--- config.mk ---
export PLATFORM = sky130hd
export DESIGN_NAME = carry_shift_sequencer
export DESIGN_NICKNAME = d
export VERILOG_FILES = /design/src/rtl/carry_shift_sequencer.sv
export SDC_FILE = /design/constraint.sdc
export NUM_CORES = 1
export LEC_CHECK = 0
export CAP_MARGIN = 40
export CELL_PAD_IN_SITES_DETAIL_PLACEMENT = 0
export CELL_PAD_IN_SITES_GLOBAL_PLACEMENT = 1
export CORE_MARGIN = 1.5
export CORE_UTILIZATION = 28
export DETAILED_ROUTE_END_ITERATION = 6
export HOLD_SLACK_MARGIN = 0.06
export PLACE_DENSITY_LB_ADDON = 0.1
export SYNTH_ARGS = -nofsm -noshare
export SYNTH_HDL_FRONTEND = slang
export SYNTH_SLANG_ARGS = --single-unit
--- constraint.sdc ---
create_clock -name clk -period 1.74 [get_ports clk]
set_input_delay 0.174 -clock clk [delete_from_list [all_inputs] [get_ports clk]]
set_output_delay 0.174 -clock clk [all_outputs]
set_load 0.05 [all_outputs]
--- src/rtl/carry_shift_sequencer.sv ---
// Purpose: iterative one-bit-per-clock shifter (shll/shrl/shra) that also
// reports the last bit shifted out for the processor carry flag.
// Latency: n+1 cycles from accepted start to done, with n = min(shamt, WIDTH) and n = 0 for op 11.
// Backpressure: none; start is ignored while busy, with no queuing.
// Ports:
//   clk, rst           clock and synchronous active-high reset
//   start, op          request pulse and shift kind (00 shll, 01 shrl, 10 shra, 11 no-op)
//   data_in, shamt     operand and shift amount, both sampled with an accepted start
//   busy, done         busy in SHIFT/DONE; done is a one-cycle completion pulse
//   result, carry_out  shifted value and last bit shifted out, held until the next start
//   carry_we           carry register write enable; pulses with done only if a bit was shifted
module carry_shift_sequencer #(
   parameter int WIDTH = 32,
   parameter int CNT_W = 6
) (
   input  logic             clk,
   input  logic             rst,
   input  logic             start,
   input  logic [1:0]       op,
   input  logic [WIDTH-1:0] data_in,
   input  logic [WIDTH-1:0] shamt,
   output logic             busy,
   output logic             done,
   output logic [WIDTH-1:0] result,
   output logic             carry_out,
   output logic             carry_we
);

   typedef enum logic [1:0] {
      IDLE  = 2'd0,
      SHIFT = 2'd1,
      DONE  = 2'd2
   } state_t;

   localparam logic [1:0] OP_SHLL = 2'b00;
   localparam logic [1:0] OP_SHRL = 2'b01;
   localparam logic [1:0] OP_SHRA = 2'b10;
   localparam logic [1:0] OP_NONE = 2'b11;

   state_t           state;
   state_t           state_nxt;
   logic [CNT_W-1:0] cnt;
   logic [CNT_W-1:0] n_start;
   logic [1:0]       op_q;
   logic             shifted;

   // The full shamt word is compared, so any large register value
   // saturates to WIDTH instead of wrapping in the narrow counter.
   always_comb begin
      n_start = '0;
      if (op == OP_NONE) begin
         n_start = '0;
      end else if (shamt >= WIDTH'(WIDTH)) begin
         n_start = CNT_W'(WIDTH);
      end else begin
         n_start = shamt[CNT_W-1:0];
      end
   end

   always_ff @(posedge clk) begin
      if (rst) begin
         state <= IDLE;
      end else begin
         state <= state_nxt;
      end
   end

   always_comb begin
      state_nxt = state;
      busy      = 1'b0;
      done      = 1'b0;
      carry_we  = 1'b0;
      case (state)
         IDLE: begin
            if (start) begin
               state_nxt = (n_start == '0) ? DONE : SHIFT;
            end
         end
         SHIFT: begin
            busy = 1'b1;
            if (cnt == CNT_W'(1)) begin
               state_nxt = DONE;
            end
         end
         DONE: begin
            busy      = 1'b1;
            done      = 1'b1;
            // A zero-length shift leaves a stale carry_out; keep it out of the flag.
            carry_we  = shifted;
            state_nxt = IDLE;
         end
         default: begin
            state_nxt = IDLE;
         end
      endcase
   end

   always_ff @(posedge clk) begin
      if (rst) begin
         result    <= '0;
         carry_out <= 1'b0;
         cnt       <= '0;
         op_q      <= OP_SHLL;
         shifted   <= 1'b0;
      end else begin
         case (state)
            IDLE: begin
               if (start) begin
                  result  <= data_in;
                  op_q    <= op;
                  cnt     <= n_start;
                  shifted <= (n_start != '0);
               end
            end
            SHIFT: begin
               cnt <= cnt - CNT_W'(1);
               case (op_q)
                  OP_SHLL: begin
                     carry_out <= result[WIDTH-1];
                     result    <= {result[WIDTH-2:0], 1'b0};
                  end
                  OP_SHRL: begin
                     carry_out <= result[0];
                     result    <= {1'b0, result[WIDTH-1:1]};
                  end
                  OP_SHRA: begin
                     carry_out <= result[0];
                     result    <= {result[WIDTH-1], result[WIDTH-1:1]};
                  end
                  default: begin
                     // op 11 never enters SHIFT; hold everything
                     result <= result;
                  end
               endcase
            end
            default: begin
               result <= result;
            end
         endcase
      end
   end

endmodule

### Word-level counts from Yosys, hierarchy flattened

Cells that the tools add are included.
W data, S select, Z words.

* bits in writable memories: 0
* memory bits (read-only): 0
* output and inout port bits: 36
* memories: 0
* bits in latches: 0
* bits in registers: 44
* input port bits: 69
* word-level logic and storage cells: 49

* multiply operators: 0
* order comparisons: 1
* shifts and indexed selects: 0
* bitwise operators: 0
* reductions and logical operators: 14
* add/subtract/negate cells: 1
* div/mod/pow operators: 0
* mux-type cells: 15
* equal/unequal tests: 11

Operators with widths (count)
* $pmux W32 S3: 1
* $pmux W32 S2: 1
* $ge A32 B6 Y1 const B: 1
* $mux W32: 1
* $mux W6: 3
* $pmux W6 S2: 1
* $reduce_and A2 Y1: 4
* $eq A2 B2 Y1 const B: 3
* $eq A6 B1 Y1 const B: 1
* $logic_not A6 Y1: 1
* $mux W2: 3
* $ne A2 B2 Y1 const B: 3
* $reduce_bool A6 Y1: 1
* $sub A6 B1 Y6 const B: 1
* $eq A2 B1 Y1 const B: 2
* $logic_not A2 Y1: 2
* $ne A4 B4 Y1 const B: 1
* $pmux W2 S2: 1
* $reduce_and A4 Y1: 1
* $reduce_bool A2 Y1: 2
* $reduce_or A2 Y1: 2
* $mux W1: 3
* $ne A3 B3 Y1 const B: 1
* $reduce_and A3 Y1: 1
* $pmux W1 S2: 1

### Longest topological paths before layout

Gate-level depths: netlist of the first run.

* depth in word-level cells: 7
* mapped depth: 8
* depth with buffers taken out: 6

### Least setup slack after synthesis of the first run

No wires, ideal clock.

* kind: reg2reg
* start point: reg op_q[0]
* end point: reg result[19]
* arrival time: 1585 ps
* cell stages (with the launch flop): 9
* slack: 23 ps
* buffers on the path: 2
* required time: 1608 ps
* setup time: 132 ps
* period minus slack after synthesis: 1717 ps
* cells stage by stage: dfxtp_1 -> inv_1 -> ha_1 -> buf_2 -> o21ai_0 -> clkbuf_1 -> o221ai_1 -> o211ai_1 -> a21oi_1

* cells in the longest elaborated chain, start to end: 3
* elaborated cells between the ends (all ways): 7
* those cells by class: eq/ne (3); mux (2); reduce/logical (2)

RTL lines
* from (decl): line 44 `logic [1:0] op_q;`
* from (signal assigned): line 110 `op_q <= op;`
* $eq A2 B2 Y1 (tied with other cells): line 117 `case (op_q)`
* $pmux W32 S3 or $ne A4 B4 Y1 (tied branches)
* $pmux W32 S2 or $reduce_and A3 Y1 (tied branches)
* to (signal assigned): line 109 `result <= data_in;`
* to (signal assigned): line 120 `result <= {result[WIDTH-2:0], 1'b0};`
* to (signal assigned): line 124 `result <= {1'b0, result[WIDTH-1:1]};`
* to (decl): line 24 `output logic [WIDTH-1:0] result,`

Several ways; a longest one is shown, not always the timed one.
A chain may end at the register's enable or synchronous reset.

### Worst setup path after layout of the first run

* start point: reg result[16]
* end point: out result[16]

No word-level cell between the ends.

==> results of run 1 <==
through the flow:
step	setup slack, ns	TNS (ns)	hold slack [ns]	area (sq um)
final	0.0704	0	0.458	4290
after global routing	0.0108	0	0.470	4290
after global placement	-0.199	-6.06	0.454	3970
after floorplan	0.0231	0	0.284	2650
after CTS	0.00386	0	0.449	4160
after detailed placement	-0.0722	-0.503	0.462	4000
kinds of logic after synthesis:
group / after synthesis / synth area share (%)
adder cells (fa/ha/maj): 9 / 4.25
multiplexers: 3 / 1.27
AND/OR/NAND/NOR: 89 / 16.4
buffers and inverters: 67 / 11.2
flip-flops: 44 / 33.2
AO/OA/AOI/OAI: 126 / 33.6
layer usage:
layer / global-route usage, % / vias to the layer above / routed length [um]
met2: 29.4 / 84 / 4160
li1: - / 1476 / -
met5: 0 / - / 0
met4: 4.23 / 0 / 79
met1: 23.4 / 1391 / 4130
met3: 2.72 / 8 / 436
area by class of cell:
type                            count  share of cell area (%)
Multi-Input combinational cell    227                    36.2
Timing Repair Buffer              142                    33.6
Sequential cell                    44                    20.5
Inverter                           40                    3.50
Tap cell                          111                    3.24
Clock buffer                        7                    2.24
Clock inverter                      1                   0.700
state kept, by name, summed over array words and instances, names as in the netlist:
| register | count |
|---|---|
| state | 2 |
| op_q | 2 |
| carry_out | 1 |
| result | 32 |
| shifted | 1 |
| cnt | 6 |
worst min path at each step:
stage,start,endpoint,slack [ns]
2_1_floorplan,shamt[0],cnt[0],0.28
3_3_place_gp,result[10],result[10],0.45
3_5_place_dp,result[27],result[27],0.46
4_1_cts,rst,result[15],0.45
5_1_grt,op[0],op_q[0],0.47
6_report,op[0],op_q[0],0.46
what timing repair did:
action / in CTS / in global routing
cloned: 0 / 2
pin swaps: 0 / 2
hold buffers: 0 / 0
resized for setup: 3 / 13
setup endpoints to repair: 23 / 32
buffers inserted: 1 / 2
cells in the final DEF (no fill, tap or decap), types with 2 or more instances in the layout:
master           netlist  routed
ha_1                   9       5
ha_4                   0       3
nor2b_1                2       2
inv_1                 40      39
o21ai_0                5       4
a211oi_1               5       4
and2_1                 3       3
nand2_1               40      40
nand3b_1               2       2
o221ai_1              30      30
nor2_1                 9       8
nor3_1                 8       8
clkbuf_8               0       7
a211o_1                2       2
clkdlybuf4s50_1        0      90
nor4_1                 7       7
buf_4                  5      39
mux2i_1                2       2
dfxtp_1               44      43
nand3_1                3       3
o22ai_1                2       2
buf_12                 0       7
clkbuf_16              0       2
o211ai_1              33      33
a21oi_1               37      37
nand2b_1               7       7
power groups by stage:
stage | clock (W) | sequential, W | combinational, W
floorplan | 0 | 0.00161 | 0.000738
global placement | 0 | 0.00127 | 0.00174
detailed placement | 0 | 0.00127 | 0.00177
CTS | 0.000920 | 0.00125 | 0.00182
global route | 0.000964 | 0.00128 | 0.00202
finish | 0.000890 | 0.00125 | 0.00188
==> results.cfg, run 1 <==
[outcome]
status = complete, no violations

[layout]
seqCellArea_sq_um = 882
drive_gt1_share_pct = 16.1
multi_input_comb_area_sq_mm = 0.00155
fin_nets = 538
layoutNonFillerInstCount = 572
area_delta_synth_final_pct = 61.9
postLayoutCoreUtil_pct = 46.7
fill_cells = 885
n_antenna_cell = 0

[drt]
drt_iter0_drc = 122
via_count = 2959
ant_nets = 0
wl_um = 8810
viasPerCell = 5.17
wl_per_cell_um = 15.4
drt_pass1_iterations = 5
drc = 0

[cts]
cts.path.max_buffers = 2
cts_root_buf = clkbuf_8
cts_buffers = 5
path_clk_slew_ns = 0.09
clock_latency_ns = 0.30
cts_tree = yes
cts.sinks = 44
htreeDepth = 2

[timing]
hold_violations = 0
skew_ns = 0.00824
worst_slew_pin_slew_ns = 0.530
relSlewSlack_pct = 64.6
grt_setup_unrepaired = false
post-route-min-period_ns = 1.67
clock.fmax_mhz = 599
setup_violations = 0
slew_viol_final = 0
fin_crit_sh_pct = 96.0

[logic_synthesis]
ys_seq_area_share_pct = 33.2
syn_inst = 338
yosysMostFrequentCell = dfxtp_1
avgSynthCellArea_sq_um = 7.84
synth_top_area_share_pct = 33.2
syn_nets = 416
async_flop_share_pct = 0
synth_top_area_cell = dfxtp_1
synth_edf_count = 0
dominantRegCellSynth = dfxtp_1
synth.distinct_cells = 45
synthTopCellsByArea = dfxtp_1 33%, o221ai_1 9.9%, o211ai_1 9.3%
ys_warn_count = 0
synth_common_cells = 44 x dfxtp_1, 40 x inv_1, 40 x nand2_1, 37 x a21oi_1, 33 x o211ai_1
synthesis.area_sq_mm = 0.00265
synth-seq-cells = 44

[worst_setup_path]
critical_path.startpoint = result[16]
cp-end-kind = output port
cp.depth = 1
required_ns = 1.57
crit_path_start_kind = register
worst-path-buf-inv = 1
crit_fanout = 3
crit_arrival_ns = 1.50
cp_top_family = buffers and inverters
endpoint = result[16]
rr_startpoint = op_q[0]
reg2reg_to = result[5]
max_stage_delay_ns = 0.82
ff2ff_setup_slack_ns = 0.08
worstRegToRegCells = 8
criticalPathCategory = reg -> out
critical_path.slowest_cell = clkdlybuf4s50_1
crit_path_cell_trace = clkdlybuf4s50_1

[floorplan]
dieHeight_um = 100
start_util_pct = 28.8
core_sq_mm = 0.00920
die_x_um = 100
fp.dieArea_sq_mm = 0.0101
rows = 35
num_io_pins = 105

[pwr]
sw_frac_of_total_pct = 38.5
p_switching_w = 0.00155
power_density_mw_per_mm2 = 937
power_frac_comb_pct = 46.8
pwr-share-clk_pct = 22.1
p_leak_nw = 1.50
p_int_w = 0.00247
peakVddDrop_mv = 0.491
fin_total_pwr_w = 0.00402
sequentialPowerShare_pct = 31.1

[placement]
gp_routability_congestion = 0.823
portBuffers = 104
dp_hpwl_um = 6270
dp_cells = 559

[hold_path]
hold_path_depth = 3
hp-class = in -> reg

[global_routing]
grt_pass1_vias = 2864
grt_overflow = 0
grt_pass1_wl_um = 14000
grt_max_degree = 45
grt_antenna_before_repair = 0
track_usage_pct = 17.4

[flow_run]
max_cap_viol_count = 0
Note: power is estimated with default switching activity, not from simulation.
==> run 2: changes to the inputs <==
Settings changed: ABC_AREA set to 1, CORE_UTILIZATION 28 to 27.
==> run 2 against run 1 <==
Against the previous run:
- wire length shrank 11%
- non-clock buffer count down 27
- synthesized cell count up 8.0%
- sequential power hardly changed
- maximum frequency decreased by 1.1%
- largest cell class unchanged
- largest power group unchanged
==> results.cfg, run 2 <==
[logic_synthesis]
syn_nets = 443
synth_top_area_share_pct = 33.6
synth_top_area_cell = dfxtp_1
synth_edf_count = 0
avgSynthCellArea_sq_um = 7.18
synth_xor_area_share_pct = 0.668
synth_fa_ha_area_share_pct = 4.29
async_flop_share_pct = 0
synth.distinct_cells = 31
muxShareOfSynthArea_pct = 0
syn_inst = 365
synthTopCellsByArea = dfxtp_1 34%, o221ai_1 9.4%, a21oi_1 8.6%
dominantRegCellSynth = dfxtp_1
ys_seq_area_share_pct = 33.6
post_synth_and_or_nand_nor_area_fraction_pct = 12.6
synth_common_cells = 47 x inv_1, 45 x a21oi_1, 44 x dfxtp_1, 42 x o21ai_0, 32 x o21ai_1
synth-seq-cells = 44
synth_top_family_by_area = compound AO/OA/AOI/OAI gates
ys_warn_count = 0
synthesis.area_sq_mm = 0.00262
yosysMostFrequentCell = inv_1
synth_compound_area_share_pct = 36.9

[global_routing]
grt_pass1_vias = 2752
grt_pass1_wl_um = 13000
grt_antenna_before_repair = 0
grt_max_degree = 61
grt_overflow = 0
track_usage_pct = 15.8

[drt]
wl_um = 7880
drt-met1-wl_um = 3970
wl_met2_um = 3390
drt_pass1_iterations = 4
via_count = 2784
ant_nets = 0
viasPerCell = 4.73
drc = 0
met3WireLength_um = 393
top_layer_used = met4
drt_iter0_drc = 120
wl_per_cell_um = 13.4

[timing]
post-route-min-period_ns = 1.69
relSlewSlack_pct = 65.9
fin_tns_setup_ns = 0
slew_viol_final = 0
worst_slew_pin_slew_ns = 0.510
skew_ns = 0.0109
clock.fmax_mhz = 592
hold_violations = 0
layout_setup_ws_ns = 0.0513
setup_violations = 0
fin_crit_sh_pct = 97.1

[cts]
path_clk_slew_ns = 0.09
cts_hold_buf = 0
cts_buffers = 5
clock_latency_ns = 0.30
htreeDepth = 2
cts_tree = yes
cts.sinks = 44
cts_root_buf = clkbuf_8
cts.path.max_buffers = 2

[floorplan]
rows = 35
core_sq_mm = 0.00933
start_util_pct = 28.1
num_io_pins = 105
dieHeight_um = 102
fp.dieArea_sq_mm = 0.0103
die_x_um = 102

[layout]
largest_reg_flops = 32
seqCellArea_sq_um = 883
layoutNonFillerInstCount = 589
drive_gt1_share_pct = 11.1
fin_nets = 538
layout_common_cells = 94 x clkdlybuf4s50_1, 47 x inv_1, 45 x a21oi_1, 42 x dfxtp_1, 41 x o21ai_0
area_delta_synth_final_pct = 50.8
n_antenna_cell = 0
final_common_cell = clkdlybuf4s50_1
fill_cells = 986
final_cell_area_sq_mm = 0.00395
reg_top3 = result x32, cnt x6
largest-register = result
multi_input_comb_area_sq_mm = 0.00144

[worst_setup_path]
ff2ff_setup_slack_ns = 0.14
required_ns = 1.57
cp-end-kind = output port
crit_fanout = 3
crit_arrival_ns = 1.51
critical_path.slowest_cell = clkdlybuf4s50_1
cp.depth = 1
crit_path_cell_trace = clkdlybuf4s50_1
worst-path-buf-inv = 1
crit_path_start_kind = register
criticalPathCategory = reg -> out
worstRegToRegCells = 9
cp_top_family = buffers and inverters
max_stage_delay_ns = 0.83

[pwr]
p_leak_nw = 1.48
peakVddDrop_mv = 0.329
power_density_mw_per_mm2 = 900

[placement]
gp_routability_congestion = 0.765
postPlaceCellArea_sq_mm = 0.00385
portBuffers = 104
dp_hpwl_um = 5730
place_ws_ns = 0.0838
dp_cells = 582

[flow_run]
max_cap_viol_count = 0

[outcome]
status = complete, no violations

[hold_path]
hold_path_depth = 3
hp-class = in -> reg
-- run 2: cell types whose count changed in the layout (fill, tap and decap cells not counted), moves of 7 or more --
cell and delta:
nand2b_1 -7, nand2_1 -10, a21oi_1 +8, buf_4 -27
inv_1 +8, o211ai_1 -32, o21ai_0 +37, nor4_1 -7
o21ai_1 +31, nor2_1 +19
-- run 2: path summary, 6_finish.rpt --
| check | to | from |
|---|---|---|
| max | result[25] | result[25] |
| max reg2reg | result[4] | state[0] |
| min reg2reg | shifted | shifted |
| min | result[22] | data_in[22] |
-- run 2: area by class of cell --
cell class | instances | area share [%]
Clock buffer | 5 | 1.74
Clock inverter | 2 | 0.316
Inverter | 50 | 4.78
Multi-Input combinational cell | 244 | 36.5
Sequential cell | 44 | 22.3
Tap cell | 129 | 4.08
Timing Repair Buffer | 115 | 30.2
-- run 2: routing by layer --
| metal | vias to the layer above | global-route usage, % |
|---|---|---|
| li1 | 1459 | - |
| met1 | 1235 | 22.6 |
| met2 | 81 | 23.6 |
| met3 | 9 | 2.90 |
| met4 | 0 | 5.45 |
| met5 | - | 0 |
-- run 2: power by group --
part	total [W]	leakage, nW	internal [W]	switching [W]
clock network	0.000652	0.0400	0.000273	0.000379
registers	0.00126	0.365	0.00115	0.000110
logic	0.00165	1.08	0.000634	0.00102
total	0.00356	1.48	0.00206	0.00150
-- run 2: repair_timing --
item	CTS	global route
resized for setup	0	6
endpoints found under the setup margin	0	13
setup buffers	0	0
-- run 2: logic make-up (layout without fill, tap and decap cells) --
kind of cell,count (synthesis),count (layout)
and+or+nand+nor,73,73
xor gates and xnor gates,2,2
AOI/OAI and AO/OA,160,160
DFF,44,44
adders and majority gates,9,9
buffers and inverters,77,172
-- run 2: stage by stage --
stage	util, %	total power (W)	hold slack, ns
after floorplan	-	0.00231	0.252
after global placement	41.3	0.00292	0.466
after detailed placement	41.3	0.00293	0.479
after CTS	42.2	0.00360	0.465
after global routing	42.4	0.00380	0.512
final	42.4	0.00356	0.479
==> run 3: changes to the inputs <==
Settings changed: CTS_BUF_LIST set to sky130_fd_sc_hd__clkbuf_16.
==> run 3 against run 2 <==
Against the previous run:
- register-to-register slack hardly changed
- cell count unchanged
- via count rose by 0.11%
==> results.cfg, run 3 (same netlist as run 2, synthesis figures left out) <==
[worst_setup_path]
critical_path.slowest_cell = clkdlybuf4s50_1
rr_startpoint = state[0]
max_stage_delay_ns = 0.84
crit_path_start_kind = register
required_ns = 1.57
cp-end-kind = output port
crit_path_cell_trace = clkdlybuf4s50_1
worstRegToRegCells = 9
ff2ff_setup_slack_ns = 0.14
worst-path-buf-inv = 1
cp_top_family = buffers and inverters
criticalPathCategory = reg -> out
crit_fanout = 4
crit_arrival_ns = 1.52
reg2reg_to = result[16]

[cts]
post_cts_buffers = 0
cts_root_buf = clkbuf_16
path_clk_slew_ns = 0.06
clock_latency_ns = 0.29
cts_buffers = 5
cts_tree = yes
cts.sinks = 44
cts_hold_buf = 0
cts_resized = 0
cts.path.max_buffers = 2
htreeDepth = 2

[layout]
drive_gt1_share_pct = 11.1
fill_cells = 982
reg_top3 = result x32, cnt x6
largest-register = result
fin_nets = 538
largest_reg_flops = 32
multi_input_comb_area_sq_mm = 0.00144
final_common_cell = clkdlybuf4s50_1
layoutNonFillerInstCount = 589
seqCellArea_sq_um = 883
layout_common_cells = 95 x clkdlybuf4s50_1, 47 x inv_1, 45 x a21oi_1, 42 x dfxtp_1, 41 x o21ai_0
n_antenna_cell = 0
area_delta_synth_final_pct = 52.8

[placement]
dp_hpwl_um = 5730
gp_routability_congestion = 0.765
portBuffers = 104
dp_cells = 582

[pwr]
p_int_w = 0.00231
sequentialPowerShare_pct = 32.9
p_leak_nw = 1.49
pwr-share-clk_pct = 24.1
sw_frac_of_total_pct = 39.9
power_density_mw_per_mm2 = 957
power_frac_comb_pct = 43.0
p_switching_w = 0.00153
peakVddDrop_mv = 0.504

[global_routing]
track_usage_pct = 15.8
grt_overflow = 0
grt_pass1_wl_um = 13000
grt_max_degree = 61
grt_antenna_before_repair = 0
grt_pass1_vias = 2761

[floorplan]
start_util_pct = 28.1
dieHeight_um = 102
core_sq_mm = 0.00933
die_x_um = 102
fp.dieArea_sq_mm = 0.0103
rows = 35
num_io_pins = 105

[timing]
slew_viol_final = 0
fin_crit_sh_pct = 97.5
relSlewSlack_pct = 66.4
worst_slew_pin_slew_ns = 0.502
skew_ns = 0.00747
setup_violations = 0
hold_violations = 0
post-route-min-period_ns = 1.70
clock.fmax_mhz = 590
fin_tns_setup_ns = 0

[hold_path]
hp-class = reg -> reg
worstHoldStart = shifted
hold_path_depth = 2
holdPathEnd = shifted

[drt]
drt_pass1_iterations = 5
ant_nets = 0
wl_per_cell_um = 13.4
viasPerCell = 4.73
wl_um = 7870
drc = 0
drt_iter0_drc = 112
via_count = 2787

[outcome]
status = complete, no violations

[flow_run]
max_cap_viol_count = 0
run 3: worst max path at each step:
stage	startpoint	end	slack, ns	depth (start not counted)
detailed placement	op[1]	state[1]	0.08	9
global placement	op[1]	state[1]	0.08	9
finish	result[3]	result[3]	0.04	1
CTS	result[3]	result[3]	0.04	1
global route	state[1]	result[16]	-0.006	9
floorplan	op_q[0]	result[16]	0.13	8
run 3: area by class of cell:
type | instances | area share, %
clock inverters | 2 | 0.312
well taps | 129 | 4.03
inverters | 50 | 4.71
flip-flops and latches | 44 | 22.0
multi-input cells | 244 | 36.0
repair buffers | 115 | 29.8
clock buffers | 5 | 3.12
run 3: metrics by stage:
step | hold slack, ns | util, % | cell area [sq um] | worst slack, ns | total power [W]
floorplan | 0.252 | - | 2620 | 0.129 | 0.00231
global placement | 0.466 | 41.3 | 3850 | 0.0838 | 0.00292
detailed placement | 0.479 | 41.3 | 3850 | 0.0838 | 0.00293
CTS | 0.491 | 42.8 | 3990 | 0.0395 | 0.00388
global route | 0.520 | 43.0 | 4010 | -0.00575 | 0.00408
finish | 0.488 | 43.0 | 4010 | 0.0437 | 0.00384
run 3: layer usage:
metal | up-vias | GRT usage [%] | routed length (um)
met4 | 0 | 5.13 | 126
li1 | 1465 | - | -
met3 | 9 | 2.90 | 361
met2 | 73 | 23.9 | 3380
met1 | 1240 | 22.5 | 4000
met5 | - | 0 | 0
run 3: power by group through the flow:
stage	Combinational, W	Clock [W]	Sequential [W]
6_report	0.00165	0.000925	0.00126
5_1_grt	0.00180	0.000996	0.00128
4_1_cts	0.00166	0.000960	0.00126
3_5_place_dp	0.00165	0	0.00128
3_3_place_gp	0.00164	0	0.00128
2_1_floorplan	0.000657	0	0.00165
